$ cat src/rtl/security_pkg.sv
// Shared definitions for the security-panel output conditioning blocks.
//
// Contents:
//   HoldState          - state encoding of the pulse-to-level hold FSM
//   UNLOCK_HOLD_TICKS  - default unlock-relay window, in timebase ticks
//   ALARM_HOLD_TICKS   - default alarm LED / buzzer hold, in timebase ticks
//   max_int()          - elaboration-time maximum, used to size shared counters
package security_pkg;

    typedef enum logic [1:0] {
        IDLE    = 2'd0,
        ACTIVE  = 2'd1,
        HOLDOFF = 2'd2
    } HoldState;

    localparam int UNLOCK_HOLD_TICKS = 5;
    localparam int ALARM_HOLD_TICKS  = 30;

    function automatic int max_int(input int a, input int b);
        return (a > b) ? a : b;
    endfunction

endpackage

$ cat src/rtl/tick_down_counter.sv
// Loadable down-counter advanced by an external tick strobe.
//
// Ports:
//   clk           in   system clock, posedge
//   reset         in   synchronous active-low reset (count -> 0)
//   load_i        in   load load_val_i this cycle (has priority over tick_en_i)
//   load_val_i    in   value to load
//   tick_en_i     in   decrement by one this cycle (saturates at zero)
//   count_next_o  out  value the counter takes on the next edge
//   zero_o        out  current count is zero
//   one_o         out  current count is one (the expiring tick is pending)
module tick_down_counter #(
    parameter int WIDTH = 3
) (
    input  logic             clk,
    input  logic             reset,
    input  logic             load_i,
    input  logic [WIDTH-1:0] load_val_i,
    input  logic             tick_en_i,
    output logic [WIDTH-1:0] count_next_o,
    output logic             zero_o,
    output logic             one_o
);

    logic [WIDTH-1:0] count_q;
    logic [WIDTH-1:0] count_d;

    always_comb begin
        count_d = count_q;
        if (load_i) begin
            count_d = load_val_i;
        end else if (tick_en_i && (count_q != '0)) begin
            // Never decrement below zero, so the count can never wrap.
            count_d = count_q - 1'b1;
        end
    end

    always_ff @(posedge clk) begin
        if (!reset) begin
            count_q <= '0;
        end else begin
            count_q <= count_d;
        end
    end

    assign count_next_o = count_d;
    assign zero_o       = (count_q == '0);
    assign one_o        = (count_q == WIDTH'(1));

endmodule

$ cat src/rtl/pulse_to_level.sv
// Stretches a single-cycle trigger into a level held for HOLD_TICKS timebase
// ticks, with an optional holdoff window after natural expiry during which
// new triggers are ignored.
//
// Parameters:
//   HOLD_TICKS     ticks the level is held after a trigger (>= 1)
//   HOLDOFF_TICKS  ticks after natural expiry that ignore triggers (0 = none)
//   RETRIGGER      1 = trigger while held reloads the count, 0 = ignored
//
// Ports:
//   clk        in   system clock, posedge
//   reset      in   synchronous active-low reset
//   trigger    in   start request (a held level re-triggers every cycle)
//   tick       in   timebase strobe
//   cancel     in   immediate abort of the hold / holdoff, no done
//   level      out  registered held level
//   done       out  registered one-cycle pulse on natural expiry only
//   remaining  out  registered ticks left in the hold, 0 when not held
module pulse_to_level
    import security_pkg::*;
#(
    parameter int HOLD_TICKS    = 5,
    parameter int HOLDOFF_TICKS = 2,
    parameter int RETRIGGER     = 1
) (
    input  logic                            clk,
    input  logic                            reset,
    input  logic                            trigger,
    input  logic                            tick,
    input  logic                            cancel,
    output logic                            level,
    output logic                            done,
    output logic [$clog2(HOLD_TICKS+1)-1:0] remaining
);

    // One counter serves both the hold and the holdoff phase.
    localparam int CNT_MAX = max_int(HOLD_TICKS, HOLDOFF_TICKS);
    localparam int CW      = $clog2(CNT_MAX + 1);
    localparam int RW      = $clog2(HOLD_TICKS + 1);

    localparam logic [CW-1:0] HOLD_VAL    = CW'(HOLD_TICKS);
    localparam logic [CW-1:0] HOLDOFF_VAL = CW'(HOLDOFF_TICKS);

    HoldState state_q;
    HoldState state_d;

    logic          level_q;
    logic          done_q;
    logic          done_d;
    logic [RW-1:0] remaining_q;

    logic          cnt_load;
    logic [CW-1:0] cnt_load_val;
    logic          cnt_dec;
    logic [CW-1:0] cnt_next;
    logic          cnt_zero;
    logic          cnt_one;

    tick_down_counter #(
        .WIDTH (CW)
    ) u_counter (
        .clk          (clk),
        .reset        (reset),
        .load_i       (cnt_load),
        .load_val_i   (cnt_load_val),
        .tick_en_i    (cnt_dec),
        .count_next_o (cnt_next),
        .zero_o       (cnt_zero),
        .one_o        (cnt_one)
    );

    always_comb begin
        state_d      = state_q;
        cnt_load     = 1'b0;
        cnt_load_val = '0;
        cnt_dec      = 1'b0;
        done_d       = 1'b0;

        case (state_q)
            IDLE: begin
                // Cancel has nothing to abort here; a same-cycle tick is
                // not applied because the load takes priority.
                if (trigger) begin
                    state_d      = ACTIVE;
                    cnt_load     = 1'b1;
                    cnt_load_val = HOLD_VAL;
                end
            end

            ACTIVE: begin
                if (cancel) begin
                    state_d  = IDLE;
                    cnt_load = 1'b1;
                end else if (trigger && (RETRIGGER != 0)) begin
                    // Reload wins over a same-cycle tick, even the expiring one.
                    cnt_load     = 1'b1;
                    cnt_load_val = HOLD_VAL;
                end else if (tick && cnt_one) begin
                    done_d   = 1'b1;
                    cnt_load = 1'b1;
                    if (HOLDOFF_TICKS > 0) begin
                        state_d      = HOLDOFF;
                        cnt_load_val = HOLDOFF_VAL;
                    end else begin
                        state_d = IDLE;
                    end
                end else if (tick) begin
                    cnt_dec = 1'b1;
                end
            end

            HOLDOFF: begin
                // A zero count here would otherwise never leave HOLDOFF.
                if (cancel || (tick && (cnt_one || cnt_zero))) begin
                    state_d  = IDLE;
                    cnt_load = 1'b1;
                end else if (tick) begin
                    cnt_dec = 1'b1;
                end
            end

            default: begin
                state_d  = IDLE;
                cnt_load = 1'b1;
            end
        endcase
    end

    // Outputs are registered from next-state values so they line up with
    // the state register.
    always_ff @(posedge clk) begin
        if (!reset) begin
            state_q     <= IDLE;
            level_q     <= 1'b0;
            done_q      <= 1'b0;
            remaining_q <= '0;
        end else begin
            state_q     <= state_d;
            level_q     <= (state_d == ACTIVE);
            done_q      <= done_d;
            remaining_q <= (state_d == ACTIVE) ? RW'(cnt_next) : '0;
        end
    end

    assign level     = level_q;
    assign done      = done_q;
    assign remaining = remaining_q;

endmodule

$ cat config.mk
export PLATFORM = sky130hd
export DESIGN_NAME = pulse_to_level
export DESIGN_NICKNAME = d
export VERILOG_FILES = /design/src/rtl/security_pkg.sv /design/src/rtl/tick_down_counter.sv /design/src/rtl/pulse_to_level.sv
export SDC_FILE = /design/constraint.sdc
export NUM_CORES = 1
export LEC_CHECK = 0
export ABC_AREA = 1
export CAP_MARGIN = 20
export CORE_UTILIZATION = 45
export CTS_CLUSTER_SIZE = 8
export DETAILED_ROUTE_END_ITERATION = 10
export PLACE_DENSITY = 0.72
export SKIP_CTS_REPAIR_TIMING = 1
export SYNTH_ARGS = -nofsm -noshare
export SYNTH_HDL_FRONTEND = slang
export SYNTH_SLANG_ARGS = --single-unit
export TNS_END_PERCENT = 5
$ cat constraint.sdc
create_clock -name clk -period 1.45 [get_ports clk]
set_clock_uncertainty 0.15 [all_clocks]
set_input_delay 0.145 -clock clk [delete_from_list [all_inputs] [get_ports clk]]
set_output_delay 0.145 -clock clk [all_outputs]
set_load 0.01 [all_outputs]
==> flow_summary.toml <==
[outcome]
status = "finished with violations"
violations = "setup timing"

[layout]
drive_above_1_share_pct = 44.1
finish.net_count = 116
area_growth_pct = 46.6
diodes = 0
final_cells = 116
utilization_pct = 75.9
stdcell_area_um2 = 901

[clock_tree]
clk_latency_ns = 0.27
cts_buffers = 3
cts.sink_count = 10
root_buffer = "clkbuf_4"
ctsLongestPathBuffers = 2
cts_tree = "yes"
h-tree-depth = 1
clk_pin_slew_ns = 0.06

[logic_synthesis]
synth_edf_count = 0
ys_seq_area_share_pct = 32.6
syn-num-nets = 96
synth_top_cell_area_share_pct = 32.6
yosys.area.top_type = "dfxtp_1"
yosys_most_used_dff = "dfxtp_1"
ys_top_cells_by_count = "18 x nand2_1, 12 x inv_1, 10 x dfxtp_1"
ys_warn_count = 0
syn_avg_cell_area_um2 = 7.31
synth_most_common_cell = "nand2_1"
synth_seq_cells = 10
async_flop_share_pct = 0
syn-instance-count = 84
yosysUniqueCellTypes = 17
syn_area_um2 = 614
yosys-top-cells-area = "dfxtp_1 33%, ha_1 14%, nand2_1 11%"

[floorplan]
pin_count = 10
die_x_um = 39.0
start_util_pct = 51.8
rows = 12
die_h_um = 39.0
core_um2 = 1190
fp.dieArea_um2 = 1520

[placement]
dp_cells = 113
port_buffers = 9
gp_congestion = 0.832
placed_area_um2 = 771
post-dp-hpwl_um = 949

[timing]
setup_tns_ns = -0.143
worst-slew-pin-transition_ns = 0.256
finalHoldViolations = 0
slew_viol_final = 0
timing.slew.headroom_pct = 82.9
finalSetupViolations = 5
max_freq_ghz = 0.664
rsz0062_at_grt = "yes"
setup_ws_ns = -0.0549
fin_crit_sh_pct = 104
period_minus_slack_ns = 1.50

[global_route]
antenna_found_initial = 0
grt_use_total_pct = 19.4
gr-total-overflow = 0
grt_pass1_vias = 464
grt_first_pass_wirelength_um = 1860
grt_max_degree = 7

[route]
drt-pass1-iter-count = 3
vias = 553
drt_iter0_drc = 3
viasPerCell = 4.77
drcViolationCount = 0
wire_per_inst_um = 11.1
ant_nets = 0
totalWireLength_um = 1280

[pwr]
p_comb_share_pct = 32.6
power_density_nw_per_um2 = 827
ir_drop_uv = 444
intPower_w = 0.000507
clockPowerShare_pct = 25.1
p_leak_nw = 0.424
sw_frac_of_total_pct = 31.9
totalPowerFinal_w = 0.000745
power_switching_w = 0.000238
p_seq_share_pct = 42.3

[setup_path]
cp_data_arrival_time_ns = 1.55
crit_slowest_cell = "dfxtp_4"
cpPeakStageDelay_ns = 0.37
crit_path_cell_trace = "inv_2, ha_2, ha_4, nor2_4, nand2_2, nand2_1, nand3_2, a21oi_1"
required_ns = 1.49
crit_path_end_kind = "register"
critical_path_class = "reg2reg"
path_max_fanout = 4
worstSetupStartpointType = "register"

[run]
max-cap-violations = 0

[worst_hold_path]
min_path_type = "in2reg"
-- final cells by class --
cell class	instances	area, um2
clock buffer	3	22.5
fill	85	285
inverter	17	66.3
multi-input combinational	57	447
sequential	10	210
tap	14	17.5
timing repair buffer	15	138
-- through the flow --
step | setup slack, ns | hold slack [ns]
5_1_grt | -0.134 | 0.345
3_5_place_dp | -0.189 | 0.441
3_3_place_gp | -0.185 | 0.445
6_report | -0.0549 | 0.315
2_1_floorplan | 0.0135 | 0.138
4_1_cts | -0.180 | 0.309
-- state kept, by name, indices dropped and copies added, names as in the netlist --
name and flops:
u_counter.count_q 3, remaining 3, done 1, level 1, state_q 2
-- worst max-delay path: cells and delay by family, from the launching register on --
family                   cells  cell delay (ns)
buffers and inverters        1             0.04
adder cells (fa/ha/maj)      2             0.33
AO/OA/AOI/OAI                1             0.15
flip-flops                   1             0.37
AND/OR/NAND/NOR              4             0.39
-- metal layers --
layer  vias up  wire length, um  global-route usage [%]
li1        302                -                       -
met3         2               43                    10.4
met2         8              656                    30.8
met4         0               11                    5.17
met5         -                0                       0
met1       241              573                    22.3
-- logic make-up (layout without fill, tap and decap cells) --
logic type | after synthesis | in the layout | synth area share, %
AO/OA/AOI/OAI | 10 | 10 | 8.76
adder cells (fa/ha/maj) | 7 | 7 | 14.3
AND/OR/NAND/NOR | 40 | 40 | 34.0
flip-flops | 10 | 10 | 32.6
buffers and inverters | 17 | 35 | 10.4
-- power by group through the flow --
stage          clock network, W  logic, W  registers (W)
4_1_cts                0.000195  0.000197       0.000308
3_5_place_dp                  0  0.000196       0.000314
2_1_floorplan                 0  0.000116       0.000318
3_3_place_gp                  0  0.000194       0.000314
5_1_grt                0.000205  0.000269       0.000317
6_report               0.000187  0.000243       0.000315
-- final timing paths --
check	start	endpoint	slack, ns	depth (start not counted)
max reg2reg	u_counter.count_q[0]$_SDFF_PN0_	u_counter.count_q[2]$_SDFF_PN0_	-0.05	8
min	reset	state_q[1]$_SDFF_PN0_	0.31	3
min reg2reg	state_q[1]$_SDFF_PN0_	state_q[1]$_SDFF_PN0_	0.47	3
max	u_counter.count_q[0]$_SDFF_PN0_	u_counter.count_q[2]$_SDFF_PN0_	-0.05	8
-- cells in the final DEF, fill, tap and decap left out, drive strengths merged --
cell type / n
nand3: 10
clkdlybuf4s50: 8
o21ai: 4
clkbuf: 3
nor3: 1
clkinv: 1
dlymetal6s2s: 1
nand2: 21
a21oi: 6
dfxtp: 10
ha: 7
buf: 6
inv: 16
nor2: 8
Power figures use the tool's default switching activity.
